--- config.mk ---
export PLATFORM = sky130hd
export DESIGN_NAME = decim_avg_iq_core
export DESIGN_NICKNAME = d
export VERILOG_FILES = /design/src/rtl/decim_avg_pkg.sv /design/src/rtl/decim_avg_lane.sv /design/src/rtl/decim_avg_iq_core.sv
export SDC_FILE = /design/constraint.sdc
export NUM_CORES = 1
export LEC_CHECK = 0
export CAP_MARGIN = 10
export CORE_MARGIN = 4
export CORE_UTILIZATION = 45
export DETAILED_ROUTE_END_ITERATION = 8
export GPL_ROUTABILITY_DRIVEN = 0
export HOLD_SLACK_MARGIN = 0.15
export PLACE_DENSITY_LB_ADDON = 0.08
export SLEW_MARGIN = 20
export SYNTH_ARGS = -nofsm -noshare
export SYNTH_HDL_FRONTEND = slang
export SYNTH_SLANG_ARGS = --single-unit
--- constraint.sdc ---
create_clock -name clk -period 6.2 [get_ports clk]
set_input_delay 0.62 -clock clk [delete_from_list [all_inputs] [get_ports clk]]
set_output_delay 0.62 -clock clk [all_outputs]
set_load 0.005 [all_outputs]
--- src/rtl/decim_avg_pkg.sv ---
// Shared definitions for the I/Q decimating averager and its CSR wrapper.
// Holds the FSM state encoding, config_reg field offsets, status_reg bit
// indices and the effective decimation-exponent helper.
package decim_avg_pkg;

    typedef enum logic [2:0] {
        S_IDLE = 3'd0,
        S_RD   = 3'd1,
        S_ACC  = 3'd2,
        S_WR   = 3'd3,
        S_DONE = 3'd4
    } state_t;

    // config_reg field offsets
    localparam int unsigned CFG_BYPASS_BIT = 0;
    localparam int unsigned CFG_LOG2D_LSB  = 32;
    localparam int unsigned CFG_LOG2D_MSB  = 35;
    localparam int unsigned CFG_LEN_LSB    = 96;

    // status_reg bit indices (shared with the interpolator CSR wrapper)
    localparam int unsigned ST_DONE       = 0;
    localparam int unsigned ST_BUSY       = 1;
    localparam int unsigned ST_STOP_EMPTY = 2;
    localparam int unsigned ST_STOP_AFULL = 3;
    localparam int unsigned ST_BYPASS     = 5;

    // Bypass forces D = 1; otherwise the requested exponent is clamped.
    function automatic int unsigned eff_log2d(input logic        bypass,
                                              input logic [3:0]  log2d,
                                              input int unsigned max_log2d);
        int unsigned req;
        req = {28'd0, log2d};
        if (bypass)
            return 0;
        if (req > max_log2d)
            return max_log2d;
        return req;
    endfunction

endpackage

--- src/rtl/decim_avg_lane.sv ---
// One datapath lane of the decimating averager.
// Accumulates sign-extended samples and, on the last sample of a block,
// registers (acc + din) >>> shamt as the decimated output.
// Ports:
//   clk, rst   clock and synchronous active-high reset
//   clr        clear the accumulator (run start)
//   acc_en     a FIFO sample is present on din this cycle
//   last       din is the final sample of the current block
//   shamt      effective log2 of the decimation factor
//   din        input sample (signed)
//   dout       registered decimated sample
module decim_avg_lane
    import decim_avg_pkg::*;
#(
    parameter int unsigned DATA_WIDTH  = 32,
    parameter int unsigned LOG2_D_MAX  = 4,
    parameter int unsigned SHIFT_WIDTH = 3
) (
    input  logic                   clk,
    input  logic                   rst,
    input  logic                   clr,
    input  logic                   acc_en,
    input  logic                   last,
    input  logic [SHIFT_WIDTH-1:0] shamt,
    input  logic [DATA_WIDTH-1:0]  din,
    output logic [DATA_WIDTH-1:0]  dout
);

    localparam int unsigned ACC_WIDTH = DATA_WIDTH + LOG2_D_MAX;

    logic signed [ACC_WIDTH-1:0] acc;
    logic signed [ACC_WIDTH-1:0] din_ext;
    logic signed [ACC_WIDTH-1:0] sum;
    logic        [DATA_WIDTH-1:0] avg;

    always_comb begin
        din_ext = {{LOG2_D_MAX{din[DATA_WIDTH-1]}}, din};
        sum     = acc + din_ext;
        // The quotient of a block average always fits back in DATA_WIDTH.
        avg     = DATA_WIDTH'(sum >>> shamt);
    end

    always_ff @(posedge clk) begin
        if (rst) begin
            acc  <= '0;
            dout <= '0;
        end else if (clr) begin
            acc <= '0;
        end else if (acc_en) begin
            if (last) begin
                acc  <= '0;
                dout <= avg;
            end else begin
                acc <= sum;
            end
        end
    end

endmodule

--- src/rtl/decim_avg_iq_core.sv ---
// Decimating I/Q averager core.
// Pops paired I/Q samples from the input FIFOs, averages each block of
// D = 2^eD samples per lane and pushes one averaged pair per block to the
// output FIFOs, honouring Empty_i / Afull_i flow control.
// Ports:
//   clk, rstn            clock and synchronous active-high reset
//   start                run request (accepted in S_IDLE / S_DONE)
//   Empty_i, Afull_i     input FIFO empty, output FIFO almost full
//   config_reg           [0] bypass, [35:32] log2D, [96 +: LEN_WIDTH] olen
//   data_in_from_fifo_*  I/Q samples, valid the cycle after Read_Enable_fifo
//   Read_Enable_fifo     pop both input FIFOs
//   Write_Enable_fifo    push I_dec/Q_dec
//   status_reg           done, busy, stop_empty, stop_Afull, bypass
//   I_dec, Q_dec         registered decimated outputs
module decim_avg_iq_core
    import decim_avg_pkg::*;
#(
    parameter int unsigned DATA_WIDTH = 32,
    parameter int unsigned LOG2_D_MAX = 4,
    parameter int unsigned LEN_WIDTH  = 8
) (
    input  logic                  clk,
    input  logic                  rstn,
    input  logic                  start,
    input  logic                  Empty_i,
    input  logic                  Afull_i,
    input  logic [127:0]          config_reg,
    input  logic [DATA_WIDTH-1:0] data_in_from_fifo_I,
    input  logic [DATA_WIDTH-1:0] data_in_from_fifo_Q,
    output logic                  Read_Enable_fifo,
    output logic                  Write_Enable_fifo,
    output logic [7:0]            status_reg,
    output logic [DATA_WIDTH-1:0] I_dec,
    output logic [DATA_WIDTH-1:0] Q_dec
);

    localparam int unsigned SHW = $clog2(LOG2_D_MAX + 1);

    state_t                state;
    logic [LOG2_D_MAX-1:0] sample_cnt;
    logic [LOG2_D_MAX-1:0] d_minus_1;
    logic [LEN_WIDTH-1:0]  out_cnt;
    logic [LEN_WIDTH-1:0]  olen_q;
    logic [LEN_WIDTH-1:0]  olen_last;
    logic [SHW-1:0]        ed_q;
    logic                  bypass_q;
    logic                  stop_empty;
    logic                  stop_afull;

    logic                  cfg_bypass;
    logic [3:0]            cfg_log2d;
    logic [LEN_WIDTH-1:0]  cfg_olen;
    logic                  start_ok;
    logic                  acc_en;
    logic                  last;
    logic                  unused_cfg;

    always_comb begin
        cfg_bypass = config_reg[CFG_BYPASS_BIT];
        cfg_log2d  = config_reg[CFG_LOG2D_MSB:CFG_LOG2D_LSB];
        cfg_olen   = config_reg[CFG_LEN_LSB +: LEN_WIDTH];
        start_ok   = start && (state == S_IDLE || state == S_DONE);
        d_minus_1  = LOG2_D_MAX'((32'd1 << ed_q) - 32'd1);
        olen_last  = olen_q - LEN_WIDTH'(1);
        acc_en     = (state == S_ACC);
        last       = (sample_cnt == d_minus_1);
    end

    assign unused_cfg = &{1'b0,
                          config_reg[CFG_LOG2D_LSB-1:CFG_BYPASS_BIT+1],
                          config_reg[CFG_LEN_LSB-1:CFG_LOG2D_MSB+1],
                          config_reg[127:CFG_LEN_LSB+LEN_WIDTH]};

    always_ff @(posedge clk) begin
        if (rstn) begin
            state      <= S_IDLE;
            sample_cnt <= '0;
            out_cnt    <= '0;
            olen_q     <= '0;
            ed_q       <= '0;
            bypass_q   <= 1'b0;
            stop_empty <= 1'b0;
            stop_afull <= 1'b0;
        end else begin
            case (state)
                S_IDLE, S_DONE: begin
                    if (start) begin
                        olen_q     <= cfg_olen;
                        ed_q       <= SHW'(eff_log2d(cfg_bypass, cfg_log2d, LOG2_D_MAX));
                        bypass_q   <= cfg_bypass;
                        sample_cnt <= '0;
                        out_cnt    <= '0;
                        stop_empty <= 1'b0;
                        stop_afull <= 1'b0;
                        state      <= (cfg_olen == '0) ? S_DONE : S_RD;
                    end
                end
                S_RD: begin
                    if (Empty_i) begin
                        stop_empty <= 1'b1;
                    end else begin
                        stop_empty <= 1'b0;
                        state      <= S_ACC;
                    end
                end
                S_ACC: begin
                    if (last) begin
                        sample_cnt <= '0;
                        state      <= S_WR;
                    end else begin
                        sample_cnt <= sample_cnt + LOG2_D_MAX'(1);
                        state      <= S_RD;
                    end
                end
                S_WR: begin
                    if (Afull_i) begin
                        stop_afull <= 1'b1;
                    end else begin
                        stop_afull <= 1'b0;
                        out_cnt    <= out_cnt + LEN_WIDTH'(1);
                        state      <= (out_cnt == olen_last) ? S_DONE : S_RD;
                    end
                end
                default: state <= S_IDLE;
            endcase
        end
    end

    always_comb begin
        Read_Enable_fifo  = (state == S_RD) && !Empty_i;
        Write_Enable_fifo = (state == S_WR) && !Afull_i;
        status_reg                = '0;
        status_reg[ST_DONE]       = (state == S_DONE);
        status_reg[ST_BUSY]       = (state == S_RD) || (state == S_ACC) || (state == S_WR);
        status_reg[ST_STOP_EMPTY] = stop_empty;
        status_reg[ST_STOP_AFULL] = stop_afull;
        status_reg[ST_BYPASS]     = bypass_q;
    end

    decim_avg_lane #(
        .DATA_WIDTH (DATA_WIDTH),
        .LOG2_D_MAX (LOG2_D_MAX),
        .SHIFT_WIDTH(SHW)
    ) u_lane_i (
        .clk   (clk),
        .rst   (rstn),
        .clr   (start_ok),
        .acc_en(acc_en),
        .last  (last),
        .shamt (ed_q),
        .din   (data_in_from_fifo_I),
        .dout  (I_dec)
    );

    decim_avg_lane #(
        .DATA_WIDTH (DATA_WIDTH),
        .LOG2_D_MAX (LOG2_D_MAX),
        .SHIFT_WIDTH(SHW)
    ) u_lane_q (
        .clk   (clk),
        .rst   (rstn),
        .clr   (start_ok),
        .acc_en(acc_en),
        .last  (last),
        .shamt (ed_q),
        .din   (data_in_from_fifo_Q),
        .dout  (Q_dec)
    );

endmodule

==> results.sh <==
export IMPL_outcome="finished, final reports clean"
export IMPL_via_per_inst=6.09
export IMPL_fmax_mhz=232
export IMPL_wl_um=40100
export IMPL_ys_async_sr_fraction_pct=0
export IMPL_rows=61
export IMPL_reg2reg_slack_ns=2.13
export IMPL_path_class="input port to flip-flop"
export IMPL_postRouteAntennaNets=0
export IMPL_p_per_area_nw_per_um2=220
export IMPL_ys_seq_area_share_pct=25.9
export IMPL_multi_input_area_um2=8870
export IMPL_grt_usage_pct=25.2
export IMPL_syn_inst=1601
export IMPL_cts_root_buffer="clkbuf_16"
export IMPL_worstPathArrival_ns=4.65
export IMPL_grt_pass1_wl_um=63700
export IMPL_drt_iter0_drc=927
export IMPL_cp_slowest_cell="a211oi_1"
export IMPL_gr_total_overflow=0
export IMPL_coreArea_um2=27900
export IMPL_drive_gt1_share_pct=7.47
export IMPL_cap_violations=0
export IMPL_synth_area_um2=12700
export IMPL_route_detailed_drc=0
export IMPL_critPathLaunchType="input port"
export IMPL_area_growth_syn_to_layout_pct=18.0
export IMPL_min_period_over_period_pct=69.4
export IMPL_crit_buf_inv=2
export IMPL_clockBufferDepth=2
export IMPL_io_pins=271
export IMPL_relSlewSlack_pct=30.6
export IMPL_worst_hold_slack_ns=0.456
export IMPL_endpoint="u_lane_i.dout[28]"
export IMPL_rr_startpoint="ed_q[0]"
export IMPL_cts_buffers=17
export IMPL_worstSetupEndpointType="flip-flop"
export IMPL_reg2reg_to="u_lane_i.dout[28]"
export IMPL_antenna_found_initial=0
export IMPL_crit_family="compound AO/OA/AOI/OAI gates"
export IMPL_p_leak_nw=6.08
export IMPL_post_route_min_period_ns=4.30
export IMPL_ys_warn_count=0
export IMPL_via_count=12600
export IMPL_worst_pin_slew_ns=1.03
export IMPL_h_tree_depth=4
export IMPL_fin_skew_ns=0.0140
export IMPL_dieWidth_um=176
export IMPL_maxSlewViolCount=0
export IMPL_crit_start="data_in_from_fifo_I[0]"
export IMPL_wl_per_cell_um=19.4
export IMPL_firstDrtPassIters=7
export IMPL_path_max_fanout=5
export IMPL_diodes=0
export IMPL_slowest_delay_ns=0.65
export IMPL_cts_tree="done"
export IMPL_min_path_type="flip-flop to flip-flop"
export IMPL_avgSynthCellArea_um2=7.96
export IMPL_fp_dieH_um=176
export IMPL_rsz0062_at_grt="false"
export IMPL_ys_ff_latch=165
export IMPL_holdPathStages=2
export IMPL_cts_sinks=165
export IMPL_initial_core_util_pct=45.8
export IMPL_critPathRequiredTime_ns=6.55
export IMPL_setup_viol=0
export IMPL_worst_path_most_repeated_cell="a211oi_1"
export IMPL_ff_latch_area_um2=3310
export IMPL_final_hold_viol_count=0
export IMPL_ys_flop_type="dfxtp_1"
export IMPL_cp_cell_sequence="clkdlybuf4s50_1 > ha_1 > inv_1 > fa_1 > nor2b_1 > o211ai_1 > a2111oi_0 > nor3_1 > a211oi_2 > o21ai_0 > a211oi_1 > or2_2 > a211oi_1 > a211oi_1"
export IMPL_cp_depth=14
export IMPL_nets=1946
export IMPL_grt_max_degree=66
export IMPL_finalSetupTns_ns=0
export IMPL_ir_drop_v=0.000180
export IMPL_postCtsHoldBufs=0
export IMPL_cts_resized=0
export IMPL_clkTransAtPathRegs_ns=0.07
export IMPL_dieArea_um2=31100
export IMPL_n_fill_cell=2664
export IMPL_hpwl_um=29700
export IMPL_r2r_cells=13
export IMPL_synth_cell_types=82
export IMPL_postCtsSetupBuffers=0
export IMPL_port_buffer_count=152
export IMPL_worstSkewPairLatency_ns=0.44
export IMPL_synth_edf_count=0
export IMPL_first_global_vias=11700
[worst min path at each step]
| stage | from | to |
|---|---|---|
| CTS | u_lane_i.acc[5] | u_lane_i.acc[5] |
| global route | u_lane_q.acc[6] | u_lane_q.acc[6] |
| global placement | u_lane_q.acc[6] | u_lane_q.acc[6] |
| finish | u_lane_q.acc[4] | u_lane_q.acc[4] |
| detailed placement | stop_empty | stop_empty |
| floorplan | u_lane_q.dout[22] | u_lane_q.dout[22] |
[worst reg2reg max path, stage by stage (launching register included)]
cell and delay, ns:
dfxtp_2 0.42, buf_4 0.47, nand2_1 0.33, inv_1 0.14, nand2_1 0.10, ha_1 0.21
xor2_1 0.15, xnor2_1 0.36, nand3_1 0.21, nor2_4 0.45, buf_4 0.58, nor2_1 0.09
a311o_1 0.32, a211oi_1 0.17
[placed cells by master, fill, tap and decap left out, types with 14 or more instances in the layout]
master	n
a21o_1	50
nand4_1	26
mux2_2	14
nor3_1	40
mux2i_1	47
buf_4	18
ha_1	74
inv_1	22
xnor2_1	41
nand3_1	50
clkdlybuf4s50_1	151
a31oi_1	18
a211oi_1	43
a22oi_1	69
o21ai_0	57
mux4_2	28
nand2_1	144
o211ai_1	14
dfxtp_1	162
xor2_1	36
nor2_1	199
clkbuf_16	17
a21oi_1	128
[flip-flops by register name, summed over array words and instances, names as in the netlist]
register       flops
sample_cnt         4
u_lane_i.dout     32
olen_q             8
u_lane_q.dout     32
u_lane_i.acc      36
state              3
out_cnt            8
bypass_q           1
ed_q               3
stop_empty         1
u_lane_q.acc      36
stop_afull         1
[report_power, final]
group	switching (mW)	internal [mW]
Combinational	0.585	0.410
Clock	0.539	0.583
Sequential	0.0652	1.13
[stage by stage]
stage | utilization (%) | std cells | instance area (um^2) | setup slack, ns | total power, mW
2_1_floorplan | - | 1603 | 12800 | 2.74 | 1.82
3_3_place_gp | 51.7 | 2031 | 14400 | 1.64 | 2.20
3_5_place_dp | 51.7 | 2031 | 14400 | 1.57 | 2.20
4_1_cts | 53.9 | 2063 | 15000 | 1.98 | 3.33
5_1_grt | 54.0 | 2064 | 15000 | 1.65 | 3.48
6_report | 54.0 | 2064 | 15000 | 1.90 | 3.31
[metal layers]
metal	vias to the layer above	global-route usage (%)	wire (um)
met3	52	3.62	2610
li1	6114	-	-
met5	-	0	0
met2	463	39.4	18200
met4	0	6.73	804
met1	5945	36.6	18500
[cell usage after synthesis (all sizes together), types with 15 or more instances]
library cell | count | area, um^2
nor2 | 200 | 753
dfxtp | 165 | 3300
nand2 | 144 | 541
a21oi | 128 | 641
clkbuf | 87 | 327
ha | 74 | 926
a22oi | 69 | 518
o21ai | 61 | 324
a21o | 51 | 384
nand3 | 50 | 250
mux2i | 47 | 470
a211oi | 45 | 348
xnor2 | 41 | 359
nor3 | 40 | 200
xor2 | 37 | 332
buf | 33 | 184
mux4 | 28 | 631
nand4 | 26 | 163
inv | 23 | 86.3
a31oi | 19 | 119
o211ai | 15 | 118
[cell type report]
cell class,instances,share of cell area [%]
Timing Repair Buffer,171,11.2
Sequential cell,165,22.0
Tap cell,378,3.15
Clock buffer,17,2.83
Multi-Input combinational cell,1293,59.0
Inverter,25,0.624
Clock inverter,15,1.25
[cells by family after synthesis]
kind of cell | synth area share, %
and+or+nand+nor | 19.2
AOI/OAI and AO/OA | 27.2
DFF | 25.9
buffers and inverters | 4.74
muxes | 9.87
xor gates and xnor gates | 5.42
adders and majority gates | 7.58
other | 0.0294
No activity file was read; power rests on OpenSTA's default activity.
